[config.mk]
export PLATFORM = sky130hd
export DESIGN_NAME = lsu_align
export DESIGN_NICKNAME = d
export VERILOG_FILES = /design/src/rtl/lsu_pkg.sv /design/src/rtl/lsu_load_extract.sv /design/src/rtl/lsu_align.sv
export SDC_FILE = /design/constraint.sdc
export NUM_CORES = 1
export LEC_CHECK = 0
export ABC_AREA = 1
export ABC_CLOCK_PERIOD_IN_PS = 2100
export CAP_MARGIN = 15
export CORE_ASPECT_RATIO = 0.9
export CORE_UTILIZATION = 45
export CTS_CLUSTER_SIZE = 20
export DETAILED_ROUTE_END_ITERATION = 10
export GPL_TIMING_DRIVEN = 0
export PLACE_DENSITY_LB_ADDON = 0.08
export SETUP_SLACK_MARGIN = 0.1
export SLEW_MARGIN = 20
export SYNTH_ARGS = -nofsm -noshare
export SYNTH_HDL_FRONTEND = slang
export SYNTH_HIERARCHICAL = 1
export SYNTH_SLANG_ARGS = --single-unit
[constraint.sdc]
create_clock -name clk -period 2.1 [get_ports clk]
set_clock_uncertainty 0.15 [all_clocks]
set_input_delay 0.63 -clock clk [delete_from_list [all_inputs] [get_ports clk]]
set_output_delay 0.63 -clock clk [all_outputs]
set_load 0.05 [all_outputs]
[src/rtl/lsu_pkg.sv]
// Shared types and lane helpers for the memory-stage load/store unit.
// Misaligned-op trapping is enabled by defining LSU_MISALIGN_TRAP_EN.
package lsu_pkg;

   typedef enum logic [1:0] {
      S_IDLE = 2'd0,
      S_REQ  = 2'd1,
      S_WAIT = 2'd2
   } state_t;

   typedef enum logic [1:0] {
      MASK_NONE = 2'b00,
      MASK_SB   = 2'b01,
      MASK_SH   = 2'b10,
      MASK_SW   = 2'b11
   } mask_t;

   typedef enum logic [1:0] {
      LD_WORD = 2'b00,
      LD_BYTE = 2'b01,
      LD_HALF = 2'b10
   } lblh_t;

   localparam logic [1:0] ERR_NONE     = 2'b00;
   localparam logic [1:0] ERR_MISALIGN = 2'b01;
   localparam logic [1:0] ERR_TIMEOUT  = 2'b10;

   // Load controls captured at accept and replayed when the response returns
   typedef struct packed {
      lblh_t      kind;
      logic       uns;
      logic [1:0] a;
   } ld_op_t;

   // Big-endian lanes: byte offset 0 is bits [31:24]
   function automatic logic [3:0] store_wen(input mask_t m, input logic [1:0] a);
      case (m)
         MASK_SB: return 4'b1000 >> a;
         MASK_SH: return a[1] ? 4'b0011 : 4'b1100;
         MASK_SW: return 4'b1111;
         default: return 4'b0000;
      endcase
   endfunction

   function automatic logic [31:0] store_wdata(input mask_t m, input logic [31:0] wd);
      case (m)
         MASK_SB: return {4{wd[7:0]}};
         MASK_SH: return {2{wd[15:0]}};
         default: return wd;
      endcase
   endfunction

   function automatic logic misaligned(input logic st, input mask_t m, input lblh_t k,
                                       input logic [1:0] a);
      if (st)
         return (m == MASK_SH && a[0]) || (m == MASK_SW && a != 2'b00);
      return (k == LD_HALF && a[0]) || (k != LD_BYTE && k != LD_HALF && a != 2'b00);
   endfunction

endpackage

[src/rtl/lsu_load_extract.sv]
// Combinational big-endian lane select with sign/zero extension.
// Shared with the W-stage bypass path, so it carries no state.
module lsu_load_extract
   import lsu_pkg::*;
(
   input  logic [31:0] rdata,
   input  ld_op_t      op,
   output logic [31:0] result
);

   logic [7:0]  byte_sel;
   logic [15:0] half_sel;

   always_comb begin
      byte_sel = 8'h00;
      case (op.a)
         2'd0: byte_sel = rdata[31:24];
         2'd1: byte_sel = rdata[23:16];
         2'd2: byte_sel = rdata[15:8];
         2'd3: byte_sel = rdata[7:0];
         default: byte_sel = 8'h00;
      endcase
      half_sel = op.a[1] ? rdata[15:0] : rdata[31:16];

      result = rdata;
      case (op.kind)
         LD_BYTE: result = {{24{byte_sel[7] & ~op.uns}}, byte_sel};
         LD_HALF: result = {{16{half_sel[15] & ~op.uns}}, half_sel};
         default: result = rdata;
      endcase
   end

endmodule

[src/rtl/lsu_align.sv]
// Memory-stage LSU: registers one op, drives a valid/ready memory request, returns extended loads.
// Define LSU_MISALIGN_TRAP_EN to trap misaligned SH/LH/SW/LW instead of issuing them.
module lsu_align
   import lsu_pkg::*;
#(
   parameter int unsigned RESP_TIMEOUT = 255,
   parameter int unsigned ADDR_WIDTH   = 32
) (
   input  logic                  clk,
   input  logic                  rst_n,
   input  logic                  ReqValidE,
   output logic                  ReqReadyE,
   input  logic                  MemReadE,
   input  logic                  MemWriteE,
   input  logic [1:0]            MaskControlE,
   input  logic [1:0]            LBLHEnableE,
   input  logic                  LoadUnsignedE,
   input  logic [ADDR_WIDTH-1:0] AddrE,
   input  logic [31:0]           WriteDataE,
   output logic                  MemReqValid,
   input  logic                  MemReqReady,
   output logic [ADDR_WIDTH-1:0] MemAddr,
   output logic [3:0]            MemWEn,
   output logic [31:0]           MemWData,
   output logic                  MemRen,
   input  logic                  MemRespValid,
   input  logic [31:0]           MemRData,
   output logic [31:0]           LoadDataM,
   output logic                  LoadValidM,
   output logic                  StallM,
   output logic [1:0]            ErrM
);

   localparam int unsigned CW = (RESP_TIMEOUT > 0) ? $clog2(RESP_TIMEOUT + 1) : 1;
   localparam logic [CW-1:0] TO_LAST = (RESP_TIMEOUT > 0) ? CW'(RESP_TIMEOUT - 1) : '0;

   state_t        state_q, state_d;
   logic [CW-1:0] cnt_q;
   ld_op_t        op_q;
   logic [31:0]   ld_result;

   logic accept, is_store, is_load, misalign, timeout;

   assign accept   = (state_q == S_IDLE) && ReqValidE;
   assign is_store = MemWriteE;
   assign is_load  = MemReadE && !MemWriteE;

`ifdef LSU_MISALIGN_TRAP_EN
   assign misalign = (is_store || is_load) &&
                     misaligned(is_store, mask_t'(MaskControlE), lblh_t'(LBLHEnableE), AddrE[1:0]);
`else
   assign misalign = 1'b0;
`endif

   // Fires on the last allowed WAIT cycle; a response in that cycle still wins
   assign timeout = (RESP_TIMEOUT != 0) && (cnt_q == TO_LAST);

   // Gated by reset so every output reads 0 while reset is held
   assign ReqReadyE = rst_n && (state_q == S_IDLE);
   assign StallM    = (state_q != S_IDLE);

   always_ff @(posedge clk or negedge rst_n) begin
      if (!rst_n) state_q <= S_IDLE;
      else        state_q <= state_d;
   end

   always_comb begin
      state_d = state_q;
      case (state_q)
         S_IDLE: if (accept && (is_store || is_load) && !misalign) state_d = S_REQ;
         S_REQ:  if (MemReqReady) state_d = MemRen ? S_WAIT : S_IDLE;
         S_WAIT: if (MemRespValid || timeout) state_d = S_IDLE;
         default: state_d = S_IDLE;
      endcase
   end

   lsu_load_extract u_extract (
      .rdata  (MemRData),
      .op     (op_q),
      .result (ld_result)
   );

   always_ff @(posedge clk or negedge rst_n) begin
      if (!rst_n) begin
         MemReqValid <= 1'b0;
         MemAddr     <= '0;
         MemWEn      <= 4'b0000;
         MemWData    <= 32'h0;
         MemRen      <= 1'b0;
         LoadDataM   <= 32'h0;
         LoadValidM  <= 1'b0;
         ErrM        <= ERR_NONE;
         cnt_q       <= '0;
         op_q        <= '0;
      end else begin
         LoadValidM <= 1'b0;
         ErrM       <= ERR_NONE;
         case (state_q)
            S_IDLE: begin
               if (accept && misalign) begin
                  ErrM <= ERR_MISALIGN;
               end else if (accept && (is_store || is_load)) begin
                  MemReqValid <= 1'b1;
                  MemAddr     <= {AddrE[ADDR_WIDTH-1:2], 2'b00};
                  MemWEn      <= is_store ? store_wen(mask_t'(MaskControlE), AddrE[1:0]) : 4'b0000;
                  MemWData    <= is_store ? store_wdata(mask_t'(MaskControlE), WriteDataE) : 32'h0;
                  MemRen      <= is_load;
                  op_q        <= '{kind: lblh_t'(LBLHEnableE), uns: LoadUnsignedE, a: AddrE[1:0]};
               end
            end
            S_REQ: begin
               if (MemReqReady) begin
                  MemReqValid <= 1'b0;
                  MemAddr     <= '0;
                  MemWEn      <= 4'b0000;
                  MemWData    <= 32'h0;
                  MemRen      <= 1'b0;
                  cnt_q       <= '0;
               end
            end
            S_WAIT: begin
               cnt_q <= cnt_q + 1'b1;
               if (MemRespValid) begin
                  LoadDataM  <= ld_result;
                  LoadValidM <= 1'b1;
               end else if (timeout) begin
                  LoadDataM <= 32'h0;
                  ErrM      <= ERR_TIMEOUT;
               end
            end
            default: ;
         endcase
      end
   end

endmodule

==> impl_metrics.yaml <==
clock_tree:
  clk_pin_slew_ps: 60
  clockBufferDepth: 2
  clkSinkCount: 117
  cts_buffers: 17
  cts_tree: "done"
  clock-root-buffer: "clkbuf_16"
  cts_max_level: 4
  insertion_delay_ps: 420
logic_synthesis:
  seq_area_frac_synth: 0.496
  netlist_area_sq_um: 5900
  synth_warnings: 6
  synth_area_per_cell_sq_um: 7.59
  async_flop_share: 1.00
  synth-seq-cells: 117
  yosys.cell_types.count: 32
  synth_ff_type: "dfrtp_1"
  synth_top_area_share: 0.496
  synth_cells: 778
  synth_top_area_cell: "dfrtp_1"
  synth_area_leaders: "dfrtp_1 (50%), nand2_1 (24%), nand3_1 (4.9%), inv_1 (2.6%), o21ai_0 (2.5%)"
  synth_enable_flop_cells: 0
global_route:
  grtUsageTotal: 0.263
  overflow: 0
  grt_pass1_wl_um: 27500
  grt_max_degree: 61
  grt_pass1_vias: 5612
  antenna_found_initial: 0
timing:
  fmax_mhz: 486
  slew_viol_final: 0
  finalCritPeriodShare: 0.979
  setup_viol: 0
  period_minus_slack_ps: 2060
  rsz0062_at_grt: "true"
  finalHoldViolCount: 2
  finalSetupTns_ps: 0
  worst_hold_slack_ps: -1.37
layout:
  syn2layout_area_growth_pct: 53.8
  final_common_cell: "nand2_1"
  final_cell_mix: "nand2_1 (370), dfrtp_1 (116), clkdlybuf4s50_1 (103)"
  final_layout_size_suffix_gt1_frac: 0.205
  fin_nets: 1132
  diodes: 0
  finalNonFillerCells: 1191
critical_path:
  cp_slowest_cell: "dfrtp_2"
  crit_fanout: 2
  cpPeakStageDelay_ps: 420
  worstSetupPathType: "flip-flop to output pin"
  crit_chain: "nor2_4 > inv_2 > nor2_4 > buf_6"
  worst-endpoint-arrival_ps: 1280
  endpoint_kind: "output pin"
  required_ps: 1320
  crit_top_cell: "nor2_4"
  critPathLaunchType: "flip-flop"
placed_design:
  gp_congestion: 0.903
  dp_cells: 1155
  numPortBuffers: 210
  place_hpwl_um: 12500
floorplan:
  io_pins: 215
  die_w_um: 123
  chipHeight_um: 111
  rows: 39
  dieArea_sq_um: 13600
  start_util: 0.464
  core-area_sq_um: 12700
job:
  cap_violations: 0
pwr:
  power_uw: 12600
  ir_drop_mv: 0.736
  switchingPower_uw: 5830
  pwr-share-seq: 0.273
  p_leak_uw: 0.00457
  combPwrFrac: 0.501
  switching_share: 0.462
  clkPwrFrac: 0.226
  powerDensity_nw_per_um2: 1390
  intPower_uw: 6790
drt:
  vias: 5911
  viasPerCell: 4.96
  drtIter0Drc: 371
  wl_um: 17300
  drt_first_pass_iters: 4
  drtAntennaViolNets: 0
  drc: 0
  wire_per_inst_um: 14.5
worst_hold_path:
  hp-class: "input pin to asynchronous set/reset pin"
status:
  violations: "negative hold slack"
  status: "finished with violations"
==> final cells by class <==
class | instances | area [sq um]
fillers | 1064 | 3650
clock inverters | 8 | 100
clock buffers | 22 | 484
flip-flops and latches | 117 | 2930
plain buffers | 39 | 248
well taps | 164 | 205
inverters | 49 | 186
repair buffers | 217 | 2340
multi-input cells | 575 | 2590
==> state kept, by name, summed over array words and instances, names as in the netlist <==
signal,count
op_q,5
state_q,2
MemAddr,30
MemRen,1
MemReqValid,1
MemWData,32
MemWEn,4
LoadDataM,32
LoadValidM,1
cnt_q,8
ErrM,1
==> routing by layer <==
layer  vias up  track usage  part of all wire
li1       2939            -                 -
met1      2722        0.342              0.44
met2       221        0.405              0.45
met3        29       0.0859             0.084
met4         0        0.102             0.020
met5         -            0                 0
==> cells in the mapped netlist (all sizes together) (2+ instances only) <==
library cell / count
o21ai: 31
clkinv: 2
o211ai: 16
dfrtp: 117
nand2: 388
o22ai: 8
nand3: 61
inv: 47
clkbuf: 7
nor2: 31
a21oi: 26
ha: 8
buf: 32
==> cell families after synthesis <==
| logic type | count (synthesis) | synth area share |
|---|---|---|
| compound gates | 83 | 0.0812 |
| fa+ha+maj | 8 | 0.0170 |
| buf+inv | 88 | 0.0697 |
| flops | 117 | 0.496 |
| other cells | 1 | 0.000635 |
| simple gates | 481 | 0.336 |
==> worst max-delay path, delay by kind of cell (launching register included) <==
family        cells  cell delay (ps)
flops             1              420
buf+inv           2              230
simple gates      2              210
==> final timing paths <==
| kind | startpoint | endpoint | slack, ps | cells after the start |
|---|---|---|---|---|
| max in group asynchronous | rst_n | cnt_q[5] | 1060 | 2 |
| max | state_q[1] | ReqReadyE | 40 | 4 |
| min | rst_n | MemWData[25] | -1 | 2 |
| min in group clk | MemAddr[8] | MemAddr[8] | 320 | 2 |
| min reg2reg | MemAddr[8] | MemAddr[8] | 320 | 2 |
| max reg2reg | op_q[3] | LoadDataM[14] | 230 | 9 |
==> power by group through the flow <==
stage	logic, uW	clock network [uW]	registers, uW
2_1_floorplan	1950	0	5740
3_3_place_gp	6390	0	3460
3_5_place_dp	6430	0	3450
4_1_cts	6300	2900	3440
5_1_grt	6790	3010	3530
6_report	6330	2850	3440
==> per-stage QoR <==
stage / utilization / worst slack [ps] / hold slack (ps) / area, sq um
after floorplan: - / 162 / 184 / 5920
after global placement: 0.646 / -5280 / 303 / 8230
after detailed placement: 0.648 / -886 / 308 / 8250
after CTS: 0.708 / -10.4 / -64.0 / 9020
after global routing: 0.713 / -7.90 / 2.04 / 9080
final: 0.713 / 43.7 / -1.37 / 9080
==> repair_timing <==
action | 4_1_cts | 5_1_grt
endpoints found under the hold margin | 57 | 57
pin swaps | 2 | 2
cloned | 0 | 1
resized for setup | 334 | 12
setup endpoints to repair | 128 | 36
setup buffers | 2 | 1
Power figures use the tool's default switching activity.
